`src/rtl/defog_frame_ctrl.sv`:
```
// ---------------------------------------------------------------------------
// defog_frame_ctrl
//
// Frame-level controller for the dehazing pipeline (dark channel ->
// transmittance -> recovery). It follows the frame timing, checks the
// active-video geometry of every completed frame, and derives a temporally
// smoothed atmospheric light value from each frame's dark-channel maximum.
// Host configuration is held in a shadow register and only becomes active at
// a frame boundary, so no frame is processed with a mix of old and new
// parameters.
//
// Ports:
//   pixelclk      in   1   pixel clock, the only clock
//   reset_n       in   1   synchronous reset, active HIGH (1 = reset)
//   i_vsync       in   1   frame sync, active high
//   i_de          in   1   active pixel qualifier
//   i_dark        in   8   dark-channel value, valid while i_de = 1
//   cfg_valid     in   1   host config write request
//   cfg_ready     out  1   shadow register can accept a write
//   cfg_thre      in   8   new transmittance threshold
//   cfg_bypass    in   1   new bypass (1 = raw RGB downstream)
//   cfg_atmo_fix  in   1   1 = use cfg_atmo_val instead of the IIR value
//   cfg_atmo_val  in   8   fixed atmospheric light
//   o_thre        out  8   active threshold
//   o_bypass      out  1   active bypass
//   o_atmo        out  8   atmospheric light for the current frame
//   o_frame_done  out  1   one-cycle pulse per completed full frame
//   o_frame_cnt   out  16  completed-frame count, wraps 0xFFFF -> 0
//   o_geom_err    out  1   geometry mismatch of the last completed frame
// ---------------------------------------------------------------------------
module defog_frame_ctrl #(
  parameter int unsigned H_ACT       = 1280,
  parameter int unsigned V_ACT       = 720,
  parameter int unsigned CNT_W       = 12,
  parameter int unsigned ALPHA_SHIFT = 2,
  parameter logic [7:0]  A_MIN       = 8'd100,
  parameter logic [7:0]  THRE_DEF    = 8'd95
) (
  input  logic        pixelclk,
  input  logic        reset_n,
  input  logic        i_vsync,
  input  logic        i_de,
  input  logic [7:0]  i_dark,
  input  logic        cfg_valid,
  output logic        cfg_ready,
  input  logic [7:0]  cfg_thre,
  input  logic        cfg_bypass,
  input  logic        cfg_atmo_fix,
  input  logic [7:0]  cfg_atmo_val,
  output logic [7:0]  o_thre,
  output logic        o_bypass,
  output logic [7:0]  o_atmo,
  output logic        o_frame_done,
  output logic [15:0] o_frame_cnt,
  output logic        o_geom_err
);

  typedef enum logic [1:0] {
    IDLE   = 2'd0,
    COMMIT = 2'd1,
    ACTIVE = 2'd2
  } state_e;

  localparam logic [CNT_W-1:0] CNT_MAX = {CNT_W{1'b1}};
  localparam logic [CNT_W-1:0] H_EXP   = CNT_W'(H_ACT);
  localparam logic [CNT_W-1:0] V_EXP   = CNT_W'(V_ACT);

  state_e            state_q, state_d;
  logic              vsDly_q, deDly_q;
  logic [CNT_W-1:0]  pixCnt_q, lineCnt_q;
  logic              lineErr_q;
  logic [7:0]        frameMax_q;
  logic              first_q, pending_q;
  logic [7:0]        shThre_q, shAtmoVal_q;
  logic              shBypass_q, shAtmoFix_q;
  logic [7:0]        thre_q, atmoVal_q, atmo_q;
  logic              bypass_q, atmoFix_q;
  logic              done_q, geomErr_q;
  logic [15:0]       frameCnt_q;

  logic              vsRise, deFall, cfgAccept;
  logic              fixSel;
  logic [7:0]        fixVal;
  logic signed [8:0] atmoDiff, atmoStep;
  logic signed [9:0] atmoSum;
  logic [7:0]        atmo_d;

  // Edge detectors on the registered copies of vsync and data-enable, plus
  // the config handshake. Ready drops while a write waits in the shadow and
  // during the commit cycle, so the shadow never changes while being applied.
  always_comb begin
    vsRise    = i_vsync & ~vsDly_q;
    deFall    = deDly_q & ~i_de;
    cfg_ready = ~pending_q & (state_q != COMMIT);
    cfgAccept = cfg_valid & cfg_ready;
  end

  // Atmospheric light IIR. The update must see the configuration that takes
  // effect at this commit, so a pending fixed-atmo write wins over the old
  // active one. The step is an arithmetic shift of the signed difference, so
  // it rounds toward minus infinity; the sum is clamped to [A_MIN, 255].
  always_comb begin
    fixSel   = pending_q ? shAtmoFix_q : atmoFix_q;
    fixVal   = pending_q ? shAtmoVal_q : atmoVal_q;
    atmoDiff = $signed({1'b0, frameMax_q}) - $signed({1'b0, atmo_q});
    atmoStep = atmoDiff >>> ALPHA_SHIFT;
    atmoSum  = $signed({2'b00, atmo_q}) + $signed({atmoStep[8], atmoStep});
    if (fixSel) begin
      atmo_d = fixVal;
    end else if (atmoSum < $signed({2'b00, A_MIN})) begin
      atmo_d = A_MIN;
    end else if (atmoSum > 10'sd255) begin
      atmo_d = 8'hFF;
    end else begin
      atmo_d = atmoSum[7:0];
    end
  end

  // Frame FSM next state: each vsync rising edge forces one commit cycle,
  // after which the controller collects statistics for the new frame.
  always_comb begin
    state_d = state_q;
    case (state_q)
      IDLE:    if (vsRise) state_d = COMMIT;
      COMMIT:  state_d = ACTIVE;
      ACTIVE:  if (vsRise) state_d = COMMIT;
      default: state_d = IDLE;
    endcase
  end

  // State register and all frame bookkeeping. The commit cycle closes the
  // previous frame (geometry verdict, done pulse, atmo update), applies any
  // pending config and clears the statistics. The first commit after reset
  // closes only a partial frame, so it applies config and nothing else.
  // Counters saturate, and hitting saturation marks the frame as bad.
  always_ff @(posedge pixelclk) begin
    if (reset_n) begin
      state_q     <= IDLE;
      vsDly_q     <= 1'b0;
      deDly_q     <= 1'b0;
      pixCnt_q    <= '0;
      lineCnt_q   <= '0;
      lineErr_q   <= 1'b0;
      frameMax_q  <= 8'd0;
      first_q     <= 1'b1;
      pending_q   <= 1'b0;
      shThre_q    <= 8'd0;
      shBypass_q  <= 1'b0;
      shAtmoFix_q <= 1'b0;
      shAtmoVal_q <= 8'd0;
      thre_q      <= THRE_DEF;
      bypass_q    <= 1'b0;
      atmoFix_q   <= 1'b0;
      atmoVal_q   <= 8'd0;
      atmo_q      <= 8'hFF;
      done_q      <= 1'b0;
      geomErr_q   <= 1'b0;
      frameCnt_q  <= 16'd0;
    end else begin
      state_q <= state_d;
      vsDly_q <= i_vsync;
      deDly_q <= i_de;
      done_q  <= 1'b0;

      if (cfgAccept) begin
        pending_q   <= 1'b1;
        shThre_q    <= cfg_thre;
        shBypass_q  <= cfg_bypass;
        shAtmoFix_q <= cfg_atmo_fix;
        shAtmoVal_q <= cfg_atmo_val;
      end

      if (state_q == COMMIT) begin
        frameMax_q <= 8'd0;
        pixCnt_q   <= '0;
        lineCnt_q  <= '0;
        lineErr_q  <= 1'b0;
        if (pending_q) begin
          pending_q <= 1'b0;
          thre_q    <= shThre_q;
          bypass_q  <= shBypass_q;
          atmoFix_q <= shAtmoFix_q;
          atmoVal_q <= shAtmoVal_q;
        end
        if (first_q) begin
          first_q <= 1'b0;
        end else begin
          geomErr_q  <= (lineCnt_q != V_EXP) | lineErr_q;
          done_q     <= 1'b1;
          frameCnt_q <= frameCnt_q + 16'd1;
          atmo_q     <= atmo_d;
        end
      end else if (state_q == ACTIVE) begin
        if (i_de) begin
          if (pixCnt_q == CNT_MAX) lineErr_q <= 1'b1;
          else                     pixCnt_q  <= pixCnt_q + 1'b1;
          if (i_dark > frameMax_q) frameMax_q <= i_dark;
        end
        if (deFall) begin
          if (lineCnt_q == CNT_MAX) lineErr_q <= 1'b1;
          else                      lineCnt_q <= lineCnt_q + 1'b1;
          if (pixCnt_q != H_EXP) lineErr_q <= 1'b1;
          pixCnt_q <= '0;
        end
      end
    end
  end

  assign o_thre       = thre_q;
  assign o_bypass     = bypass_q;
  assign o_atmo       = atmo_q;
  assign o_frame_done = done_q;
  assign o_frame_cnt  = frameCnt_q;
  assign o_geom_err   = geomErr_q;

endmodule

```
`config.mk`:
```
export PLATFORM = sky130hd
export DESIGN_NAME = defog_frame_ctrl
export DESIGN_NICKNAME = d
export VERILOG_FILES = /design/src/rtl/defog_frame_ctrl.sv
export SDC_FILE = /design/constraint.sdc
export NUM_CORES = 1
export LEC_CHECK = 0
export CAP_MARGIN = 20
export CORE_AREA = 2 2 104 106
export DETAILED_ROUTE_END_ITERATION = 7
export DIE_AREA = 0 0 106 108
export MAX_ROUTING_LAYER = met4
export PLACE_DENSITY = 0.73
export SLEW_MARGIN = 10
export SYNTH_ARGS = -nofsm -noshare
export SYNTH_HDL_FRONTEND = slang
export SYNTH_SLANG_ARGS = --single-unit
```
`constraint.sdc`:
```
create_clock -name pixelclk -period 11.1 [get_ports pixelclk]
set_input_delay 2.775 -clock pixelclk [delete_from_list [all_inputs] [get_ports pixelclk]]
set_output_delay 2.775 -clock pixelclk [all_outputs]
set_load 0.005 [all_outputs]
```
==> metrics.yaml <==
die-area_sq_um: 11450
synth_edf_count: 0
hold_class: "register to register"
grt_use_met3_pct: 5.063
core_area_sq_um: 10230
cts-root-buf: "clkbuf_8"
clkSinkCount: 101
arrival_ns: 1.82
cts.reportedPaths.clkPinSlew_ns: 0.10
rows: 37
grt_pass1_vias: 4199
nNetsFinal: 727
gr-usage-met2_pct: 33.13
criticalPathCategory: "register to output port"
status: "finished, final reports clean"
synthArstFlopShare_pct: 0
avgSynthCellArea_sq_um: 8.398
synth_area_sq_um: 5097
antenna_cells: 0
end_kind: "output port"
worstMarginPinSlew_ns: 0.7366
drv_cap: 0
r2r_cells: 15
synth_commonest_cells: "dfxtp_1, nand2_1, nor2_1"
r2r_slack_ns: 7.07
post_cts_buffers: 0
yosys_warnings: 0
ctsResizeCount: 0
die_x_um: 106
finalHoldViolCount: 0
maxSlewViolCount: 0
synth.area.top_cells: "dfxtp_1, nand2_1, ha_1"
p_per_area_nw_per_um2: 111.8
drtPass1Iterations: 4
fin_skew_ns: 0.01339
max_slew_margin_pct: 50.11
hold_buffers: 0
antenna_found_initial: 0
cp_top_family: "simple AND/OR/NAND/NOR gates"
synth-main-ff-cell: "dfxtp_1"
period_share_pct: 41.36
crit_slowest_cell: "clkdlybuf4s50_1"
grt_pass1_wl_um: 18870
gp_congestion: 0.8900
cts_buffers: 9
insertion_delay_ns: 0.36
wl_per_cell_um: 13.64
yosysTopAreaCell: "dfxtp_1"
ant_nets: 0
io_pins: 67
ir_drop_mv: 0.08521
die_h_um: 108
p_leak_uw: 0.002348
grt_use_met1_pct: 26.47
required_ns: 8.33
area_delta_synth_final_pct: 18.88
min_to: "state_q[0]"
cts_buffer_depth: 2
r2r_start: "o_atmo[1]"
io_buffers: 66
drtIter0Drc: 208
yosysUniqueCellTypes: 57
dp_hpwl_um: 7960
syn_nets: 669
clock.fmax_mhz: 217.8
fin_crit_ns: 4.591
grt_max_degree: 69
worstPathMaxFanout: 8
start_kind: "register"
start_util_pct: 49.82
synthCells: 607
final_layout_size_suffix_gt1_share_pct: 4.478
fin_util_pct: 59.23
busiest_layer: "met2"
slowest_delay_ns: 0.50
ys_seq_area_share_pct: 39.67
r2r_end: "o_atmo[0]"
rsz0062_at_grt: "no"
tns_ns: 0
grt_usage_pct: 20.65
vias_per_cell: 5.339
netlist.area_leader.share_pct: 39.67
whs_path_depth: 1
finalSetupViolations: 0
htreeDepth: 3
grt_overflow: 0
cp_num_buf_inv: 1
drc_errors: 0
min-delay-start: "vsDly_q"
ys_ff_latch: 101
cts_tree: "built"
vias: 4303
crit_chain: "nor2b_1, nor2_1, clkdlybuf4s50_1"
finalWirelength_um: 11000
-- state kept, by name, summed over array words and instances (netlist names), 2 cells and up --
register,flops
state_q,2
atmoVal_q,8
o_atmo,8
shAtmoVal_q,8
frameMax_q,8
shThre_q,8
o_frame_cnt,16
lineCnt_q,12
o_thre,8
pixCnt_q,12
-- where the power goes --
part           switching [uW]  total (uW)  internal [uW]
Clock                     133         232           99.0
Combinational            36.1        68.5           32.4
Sequential               6.57         376            370
Total                     176         677            501
-- per-layer routing --
metal	vias up	wire length, um
met5	-	0
met4	0	88
met3	6	596
met2	98	5074
met1	2003	5237
li1	2196	-
-- logic make-up after synthesis --
kind of cell             Yosys count  synth area share, %
buffers and inverters             48                3.535
AO/OA/AOI/OAI                    103                13.75
flip-flops                       101                39.67
AND/OR/NAND/NOR                  261                23.93
adder cells (fa/ha/maj)           31                7.757
XOR/XNOR                          42                7.217
multiplexers                      21                4.148
-- cell usage in the layout (no fill, tap or decap), types with 3 or more instances in the layout --
cell	n
nand2_1	101
dfxtp_1	101
nor2_1	74
clkdlybuf4s50_1	65
a21oi_1	49
ha_1	30
inv_1	28
xor2_1	21
xnor2_1	21
mux2i_1	20
nand3_1	13
nand4_1	11
clkbuf_8	11
o21ai_0	8
and3_1	8
nand3b_1	7
nor3_1	6
nor2b_1	6
or3_1	5
nand2b_1	5
a22oi_1	5
nor3b_1	5
nor4_1	5
o21a_1	5
a21o_1	5
nor4b_1	3
o221ai_1	3
o21ai_1	3
a211oi_1	3
-- final cells by class --
class	count	area, sq um
fillers	934	4172
multi-input cells	458	2895
flip-flops and latches	101	2022
repair buffers	67	663.1
well taps	136	170.2
clock buffers	11	151.4
inverters	28	105.1
clock inverters	5	52.55
-- worst register-to-register path: stages, from the launching register on --
cell and delay (ns):
dfxtp_1 0.44, inv_1 0.12, ha_1 0.35, a2111oi_4 0.36, nor3b_1 0.12, o21a_1 0.21
nor2_1 0.13, xnor2_1 0.11, ha_1 0.34, nand2_1 0.08, o31ai_2 0.42, nor4_1 0.09
a311oi_1 0.57, o31ai_1 0.26, a22oi_1 0.23, o21ai_1 0.10
-- per-stage QoR --
step                      worst slack [ns]  hold WS (ns)  cell area, sq um  cells  power (uW)
final                                6.509        0.4332              6060    806       677.2
after global routing                 6.334        0.4422              6060    806       710.2
after CTS                            6.487        0.4204              6060    806       685.2
after detailed placement             6.153        0.4092              5856    790       452.8
after global placement               6.269        0.3992              5856    790       450.9
after floorplan                      6.861        0.3874              5097    607       427.1
-- worst max path at each step --
| stage | depth (start not counted) | endpoint | slack (ns) | from |
|---|---|---|---|---|
| floorplan | 8 | frameMax_q[2] | 6.86 | i_dark[1] |
| detailed placement | 9 | frameMax_q[4] | 6.15 | i_dark[1] |
| global placement | 9 | frameMax_q[2] | 6.27 | i_dark[1] |
| finish | 3 | cfg_ready | 6.51 | state_q[0] |
| global route | 9 | frameMax_q[3] | 6.33 | i_dark[1] |
| CTS | 3 | cfg_ready | 6.49 | state_q[0] |
Note: power is estimated with default switching activity, not from simulation.
